## config.mk

```make
export PLATFORM = sky130hd
export DESIGN_NAME = tx_write_arbiter
export DESIGN_NICKNAME = d
export VERILOG_FILES = /design/src/rtl/tx_write_arbiter.sv
export SDC_FILE = /design/constraint.sdc
export NUM_CORES = 1
export LEC_CHECK = 0
export ABC_CLOCK_PERIOD_IN_PS = 4200
export CORE_MARGIN = 10
export CORE_UTILIZATION = 38
export DETAILED_ROUTE_END_ITERATION = 16
export PLACE_DENSITY_LB_ADDON = 0.15
export SLEW_MARGIN = 20
export SYNTH_ARGS = -nofsm -noshare
export SYNTH_HDL_FRONTEND = slang
export SYNTH_SLANG_ARGS = --single-unit
```

## constraint.sdc

```tcl
create_clock -name clk_i -period 4.2 [get_ports clk_i]
set_input_delay 0.84 -clock clk_i [delete_from_list [all_inputs] [get_ports clk_i]]
set_output_delay 0.84 -clock clk_i [all_outputs]
set_load 0.01 [all_outputs]
```

## src/rtl/tx_write_arbiter.sv

```systemverilog
// -----------------------------------------------------------------------------
// tx_write_arbiter
//
// Round-robin arbiter that lets NUM_REQ byte-stream requesters take turns
// writing bursts into a single transmitter FIFO. A grant costs one idle cycle.
// After that the owner streams bytes with no gaps until one of these happens:
// it marks the last byte, it reaches MAX_BURST bytes, or it drops its request.
// While the FIFO is full or a configuration access is in progress, the burst
// stalls and keeps its lock.
//
// Ports
//   clk_i            rising-edge clock
//   rst_n_i          asynchronous active-low reset
//   req_i            per-requester byte valid
//   data_i           per-requester byte, requester k on bits [8k+7:8k]
//   last_i           per-requester end-of-burst marker (qualified by req_i)
//   ack_o            one-hot byte-accepted strobe
//   tx_fifo_full_i   transmitter FIFO full
//   config_busy_i    configuration in progress, blocks all writes
//   data_tx_o        byte to transmitter FIFO
//   tx_fifo_write_o  transmitter FIFO write strobe
//   owner_o          current / last granted requester
//   busy_o           high while a requester holds the lock
// -----------------------------------------------------------------------------
module tx_write_arbiter #(
   parameter int NUM_REQ   = 4,
   parameter int MAX_BURST = 16
) (
   input  logic                       clk_i,
   input  logic                       rst_n_i,
   input  logic [NUM_REQ-1:0]         req_i,
   input  logic [NUM_REQ*8-1:0]       data_i,
   input  logic [NUM_REQ-1:0]         last_i,
   output logic [NUM_REQ-1:0]         ack_o,
   input  logic                       tx_fifo_full_i,
   input  logic                       config_busy_i,
   output logic [7:0]                 data_tx_o,
   output logic                       tx_fifo_write_o,
   output logic [$clog2(NUM_REQ)-1:0] owner_o,
   output logic                       busy_o
);

   localparam int OW = $clog2(NUM_REQ);
   localparam int CW = $clog2(MAX_BURST) + 1;

   typedef enum logic {IDLE, LOCKED} state_t;

   state_t        state_reg;
   logic [OW-1:0] owner_reg;
   logic [OW-1:0] last_owner_reg;
   logic [CW-1:0] beat_reg;

   logic [7:0]    byte_lane [NUM_REQ];
   logic [OW-1:0] pick;
   logic          pick_valid;
   logic          accept;
   logic          release_lock;

   // Split the flat data bus into one byte per requester.
   genvar gi;
   generate
      for (gi = 0; gi < NUM_REQ; gi++) begin : g_lane
         assign byte_lane[gi] = data_i[8*gi +: 8];
         assign ack_o[gi]     = accept && (owner_reg == OW'(gi));
      end
   endgenerate

   // Rotating priority: the search starts just after the previous owner, so
   // a port that keeps requesting waits through at most NUM_REQ-1 other grants.
   always_comb begin
      int idx;
      idx        = 0;
      pick       = '0;
      pick_valid = 1'b0;
      for (int i = 1; i <= NUM_REQ; i++) begin
         idx = (int'(last_owner_reg) + i) % NUM_REQ;
         if (!pick_valid && req_i[OW'(idx)]) begin
            pick       = OW'(idx);
            pick_valid = 1'b1;
         end
      end
   end

   // The byte is accepted in the same cycle it is presented.
   assign accept = (state_reg == LOCKED) && req_i[owner_reg]
                   && !tx_fifo_full_i && !config_busy_i;

   // A dropped request ends the burst even during a stall. The other two
   // release reasons need the current byte to be accepted.
   assign release_lock = (state_reg == LOCKED) &&
                         (!req_i[owner_reg] ||
                          (accept && (last_i[owner_reg] ||
                                      beat_reg == CW'(MAX_BURST - 1))));

   always_ff @(posedge clk_i or negedge rst_n_i) begin
      if (!rst_n_i) begin
         state_reg      <= IDLE;
         owner_reg      <= '0;
         last_owner_reg <= OW'(NUM_REQ - 1);
         beat_reg       <= '0;
      end else begin
         case (state_reg)
            IDLE: begin
               if (!config_busy_i && pick_valid) begin
                  owner_reg <= pick;
                  beat_reg  <= '0;
                  state_reg <= LOCKED;
               end
            end
            LOCKED: begin
               if (release_lock) begin
                  last_owner_reg <= owner_reg;
                  state_reg      <= IDLE;
               end else if (accept) begin
                  beat_reg <= beat_reg + 1'b1;
               end
            end
            default: state_reg <= IDLE;
         endcase
      end
   end

   assign tx_fifo_write_o = accept;
   assign data_tx_o       = byte_lane[owner_reg];
   assign owner_o         = owner_reg;
   assign busy_o          = (state_reg == LOCKED);

endmodule
```

==> metrics, run 1 <==
crit path max fanout=6; top cell type's share of synthesized area=0.227; Async SR Flop Fraction=1.00; Post-Synthesis Cells=88; vias=944; Slew HR=0.519; mux share of post-synthesis cell area=0.297; largest net degree at the start of global routing=18; crit-path most repeated cell=clkdlybuf4s50_1; largest cells by area after synthesis=mux4_2, dfrtp_1, dfstp_2, inv_1, mux2_4; Die H=68.5 um; Starting Density=0.401; Cell variety after synth=34; flops & latches, synth=10; DRC errors left=0; ANT nets after route=0; CTS buffer count=3; DRT Wirelength=2940 um; diode count=0; Bufs on Longest Clock Path=2; Die W=68.5 um; # resized after CTS=0; GRT overflow=0; FF-to-FF setup slack=1910 ps; Worst IR Drop VDD=0.350 mV; Port Buf Inserts=59; Worst setup SP type=input pin; fin crit period=3470 ps; Switch Pwr=0.282 mW; Pleak=0.587 nW; critical-path cell list=clkdlybuf4s50_1, nor2_1, nand2_1, nor4b_1, clkdlybuf4s50_1; Synth Area in XOR/XNOR=0; worst r2r src=beat_reg[0]; CP startpoint=config_busy_i; fillers=175; Final GP Congestion=0.837; Compound-Gate Fraction of Synth Area=0.126; CTS Sinks=10; PwrDens=475 nW/um2; sw frac=0.390; maximum clock frequency=0.288 GHz; kind of critical path=in -> out; max reg flops=5; ys flop type=dfrtp_1; I/O pins=60; Post-Syn Area=895 um2; worst path required time=3360 ps; fraction of layout cells with a size suffix above 1=0.144; Post-Synth Adder-Cell Area=0.0280; Max Cap Viol=0; clock-pin slew on the worst setup and hold paths=70 ps; Fin. Hold Viols=0; FP Rows=17; Hold-fix buffers, CTS=0; worst hold path type=reg -> reg; CTS tree=built; post-synthesis simple-gate area fraction=0.203; Synthesis Warnings=0; Seq pwr share=0.316; Power Internal=0.440 mW; Least-Margin Pin Slew=722 ps; die area=4690 um2; Final period util=0.826; vias per cell=5.43; Area Growth Syn to Fin=69.8%; Syn Nets=134; HP Start=beat_reg[3]; final net count=193; Worst Path Arrival=2630 ps; most common library cells after synthesis=mux4_2, dfrtp_1, inv_1, nand2_1; first-pass GRT wire length=4900 um; RSZ-0062 raised after global routing=no; number of enable flip-flop cells after synthesis=0; Setup TNS=0 ps; post-synthesis sequential area ratio=0.283; largest family of logic cells by synthesized area=multiplexers; H-tree depth=1; highest-delay cell along the critical path=clkdlybuf4s50_1; Clock Latency Late Sink=260 ps; Tot GR Track Use=0.137; skew final=2.96 ps; combinational power share=0.589; Clk pwr share=0.095; core area=2230 um2; area leader, netlist=mux4_2; initial DRC count=39; HPWL after DPL=2560 um; Setup Buffers After CTS=0; status=finished clean; number of global-route vias before repair=986; Critical Path Max Stage Delay=600 ps; Root Driver=clkbuf_4; Final setup viols=0; Syn Area/Cell=10.2 um2; top-count cell post-synth=mux4_2; Pins Over Slew Limit=0; Pre-antenna DRT Iters=4; critical path capture point type=primary output; final core occ=0.680; WL/cell=16.9 um; CP bufs+invs=2; initial antenna violation count=0; Largest delay share family, worst path=buffers and inverters
==> worst reg2reg max path: cells and delay by family, from the launching register on <==
kind	cells	cell delay [ps]
AND/OR/NAND/NOR	4	1030
flip-flops	1	400
adder cells (fa/ha/maj)	2	400
AO/OA/AOI/OAI	2	400
==> layout make-up <==
cell class / instances / area, um2 / area share
clock buffer: 4 / 26.3 / 0.0173
multi-input combinational: 65 / 584 / 0.385
sequential: 10 / 253 / 0.166
timing repair buffer: 59 / 591 / 0.389
inverter: 8 / 30.0 / 0.0198
tap: 28 / 35.0 / 0.0231
==> cells in the final DEF (no fill, tap or decap), types with 2 or more instances in the layout <==
master / netlist / layout
a21oi_1: 4 / 4
a31oi_1: 2 / 2
and3_1: 2 / 2
clkbuf_4: 0 / 3
clkdlybuf4s50_1: 0 / 59
dfrtp_1: 8 / 8
dfstp_2: 2 / 2
ha_1: 2 / 2
inv_1: 8 / 8
mux2_2: 2 / 2
mux2_4: 2 / 2
mux4_2: 9 / 9
nand2_1: 8 / 8
nand3_1: 5 / 5
nand4_1: 3 / 3
nor2_1: 3 / 3
nor4_1: 2 / 2
o21ai_0: 5 / 5
o22ai_1: 2 / 2
or4b_1: 2 / 2
==> through the flow <==
step / hold WS [ps] / cells / total power [mW] / worst slack (ps) / cell area (um2)
2_1_floorplan: 492 / 88 / 0.471 / 1670 / 895
3_3_place_gp: 515 / 170 / 0.651 / 764 / 1490
3_5_place_dp: 536 / 170 / 0.661 / 720 / 1490
4_1_cts: 554 / 174 / 0.732 / 721 / 1520
5_1_grt: 582 / 174 / 0.783 / 594 / 1520
6_report: 544 / 174 / 0.722 / 731 / 1520
==> final timing paths <==
path,to,cells past startpoint
hold / removal,beat_reg[3],2
setup / recovery,ack_o[0],5
hold reg to reg,beat_reg[3],2
setup reg to reg,beat_reg[2],8
max in group asynchronous,last_owner_reg[1],1
min in group asynchronous,beat_reg[1],1
==> layer usage <==
metal / track usage / wire length (um) / share of wire / vias up
met4: 0.0151 / 4 / 0.0014 / 0
met1: 0.136 / 989 / 0.34 / 461
li1: - / - / - / 457
met2: 0.279 / 1790 / 0.61 / 24
met5: 0 / 0 / 0 / -
met3: 0.0386 / 153 / 0.052 / 2
==> power groups by stage <==
| stage | clock [mW] | combinational (mW) | sequential [mW] |
|---|---|---|---|
| after floorplan | 0 | 0.303 | 0.168 |
| after global placement | 0 | 0.420 | 0.231 |
| after detailed placement | 0 | 0.428 | 0.233 |
| after CTS | 0.0711 | 0.430 | 0.231 |
| after global routing | 0.0791 | 0.459 | 0.245 |
| final | 0.0684 | 0.425 | 0.228 |
==> logic make-up (layout without fill, tap and decap cells) <==
group | Yosys count | after routing
adders and majority gates | 2 | 2
and+or+nand+nor | 32 | 32
AOI/OAI and AO/OA | 17 | 17
muxes | 14 | 14
buffers and inverters | 13 | 71
DFF | 10 | 10
Power figures use the tool's default switching activity.
==> run 2: changes to the inputs <==
--- a/config.mk
+++ b/config.mk
@@ -5,9 +5,9 @@
 export SDC_FILE = /design/constraint.sdc
 export NUM_CORES = 1
 export LEC_CHECK = 0
-export ABC_CLOCK_PERIOD_IN_PS = 4200
+export ABC_CLOCK_PERIOD_IN_PS = 3400
 export CORE_MARGIN = 10
-export CORE_UTILIZATION = 38
+export CORE_UTILIZATION = 35
 export DETAILED_ROUTE_END_ITERATION = 16
 export PLACE_DENSITY_LB_ADDON = 0.15
 export SLEW_MARGIN = 20
==> constraint.sdc (replaced) <==
create_clock -name clk_i -period 3.4 [get_ports clk_i]
set_input_delay 0.68 -clock clk_i [delete_from_list [all_inputs] [get_ports clk_i]]
set_output_delay 0.68 -clock clk_i [all_outputs]
set_load 0.01 [all_outputs]
==> metrics, run 2 (synthesized netlist as in run 1, its figures left out) <==
Pre-antenna DRT Iters=4 (unchanged); RSZ-0062 raised after global routing=no; vias=968 (+2.5%); commonest non-fill, non-tap cell in the layout=clkdlybuf4s50_1; Pins Over Slew Limit=0 (unchanged); commonest non-fill, non-tap cells in the layout=clkdlybuf4s50_1, mux4_2, nand2_1, inv_1, dfrtp_1; worst r2r src=beat_reg[0]; PwrDens=603 nW/um2 (+27%); diode count=0 (unchanged); CTS Sinks=10 (unchanged); I/O pins=60 (unchanged); HPWL after DPL=2550 um (-0.34%); Starting Density=0.364 (-0.0361); Pleak=0.609 nW (+3.6%); Multi-input gate area=584 um2 (unchanged); setup slack at placement=294 ps (-426 ps); Slew HR=0.479 (-0.0399); Clk pwr share=0.115 (+0.020); Hold-fix buffers, CTS=0 (unchanged); Seq pwr share=0.279 (-0.037); Placed Cells=175 (+2.9%); Worst setup SP type=input pin; Worst Path Arrival=2460 ps (-170 ps); Die W=70.6 um (+3.0%); first-pass GRT wire length=5130 um (+4.8%); max reg flops=5 (unchanged); combinational power share=0.607 (+0.018); initial antenna violation count=0 (unchanged); critical path capture point type=primary output; HP Start=beat_reg[3]; number of global-route vias before repair=1052 (+6.7%); worst hold path type=reg -> reg; die area=4980 um2 (+6.0%); Fin. Hold Viols=0 (unchanged); H-tree depth=1 (unchanged); Setup TNS=0 ps (unchanged); highest-delay cell along the critical path=mux4_2; maximum clock frequency=0.319 GHz; initial DRC count=43 (+10%); Sequential cell area=253 um2 (unchanged); clock-pin slew on the worst setup and hold paths=60 ps (about the same); Area Growth Syn to Fin=73.7%; Port Buf Inserts=59 (unchanged); ANT nets after route=0 (unchanged); FF-to-FF setup slack=1110 ps (-800 ps); fillers=226 (+29%); vias per cell=5.41 (-0.32%); Layout Cells excl Fill=179 (+2.9%); Die H=70.6 um (+3.0%); Final setup viols=0 (unchanged); Clock Latency Late Sink=270 ps (about the same); Critical Path Max Stage Delay=580 ps (-20 ps); Least-Margin Pin Slew=782 ps (+59.8 ps); Switch Pwr=0.363 mW (+29%); Worst IR Drop VDD=0.521 mV (+49%); CP startpoint=req_i[3]; DRT Wirelength=3090 um (+5.0%); CTS tree=built; fin crit period=3140 ps; crit path max fanout=7 (+1); final net count=196 (+1.6%); worst path required time=2720 ps (-640 ps); Final period util=0.923; kind of critical path=in -> out; GRT overflow=0 (unchanged); status=finished clean; core area=2450 um2 (+9.9%); crit-path most repeated cell=clkdlybuf4s50_1; CTS buffer count=3 (unchanged); FP Rows=18 (+1); hold slack=541 ps (-2.89 ps); Tot GR Track Use=0.123 (-0.0147); Final WS setup=262 ps (-469 ps); Final GP Congestion=0.909 (+8.7%); # resized after CTS=0 (unchanged); DRC errors left=0 (unchanged); Power Internal=0.574 mW (+31%); Root Driver=clkbuf_4; fraction of layout cells with a size suffix above 1=0.168 (+0.0239); Bufs on Longest Clock Path=2 (unchanged); Max Cap Viol=0 (unchanged); WL/cell=17.2 um (+2.0%); skew final=2.91 ps (-0.0529 ps); critical-path cell list=clkdlybuf4s50_1, mux4_2, and3_1, clkdlybuf4s50_1; Setup Buffers After CTS=0 (unchanged); largest net degree at the start of global routing=18 (unchanged); sw frac=0.387 (-0.00310); Total Power=0.937 mW (+30%)
run 2: worst paths after layout:
| kind | to | depth (start not counted) |
|---|---|---|
| setup / recovery | tx_fifo_write_o | 4 |
| hold / removal | beat_reg[3] | 2 |
| setup reg to reg | beat_reg[3] | 8 |
| hold reg to reg | beat_reg[3] | 2 |
| max in group asynchronous | last_owner_reg[1] | 1 |
| min in group asynchronous | beat_reg[0] | 1 |
run 2: through the flow:
stage                     utilization  area [um2]
after detailed placement        0.618        1520
after floorplan                     -         895
after global placement          0.618        1520
final                           0.633        1550
after CTS                       0.633        1550
after global routing            0.633        1550
run 2: layout make-up:
| cell class | instances | area share |
|---|---|---|
| Clock buffer | 4 | 0.0233 |
| Inverter | 8 | 0.0193 |
| Multi-Input combinational cell | 65 | 0.376 |
| Sequential cell | 10 | 0.163 |
| Tap cell | 30 | 0.0242 |
| Timing Repair Buffer | 62 | 0.395 |
run 2: layer usage:
layer,track usage,share of wire,vias to the layer above
met5,0,0,-
li1,-,-,463
met4,0.0129,0.0032,0
met1,0.137,0.42,461
met2,0.226,0.50,42
met3,0.0418,0.071,2
run 2: power by group through the flow:
stage               clock (mW)  combinational (mW)  sequential, mW
global placement             0               0.564           0.261
global route             0.117               0.616           0.279
floorplan                    0               0.374           0.207
detailed placement           0               0.575           0.266
finish                   0.107               0.569           0.261
CTS                      0.112               0.577           0.264
run 2: critical path: cells and delay by family:
family                 cells  cell delay, ps
buffers and inverters      2            1000
muxes                      1             580
and+or+nand+nor            1             200
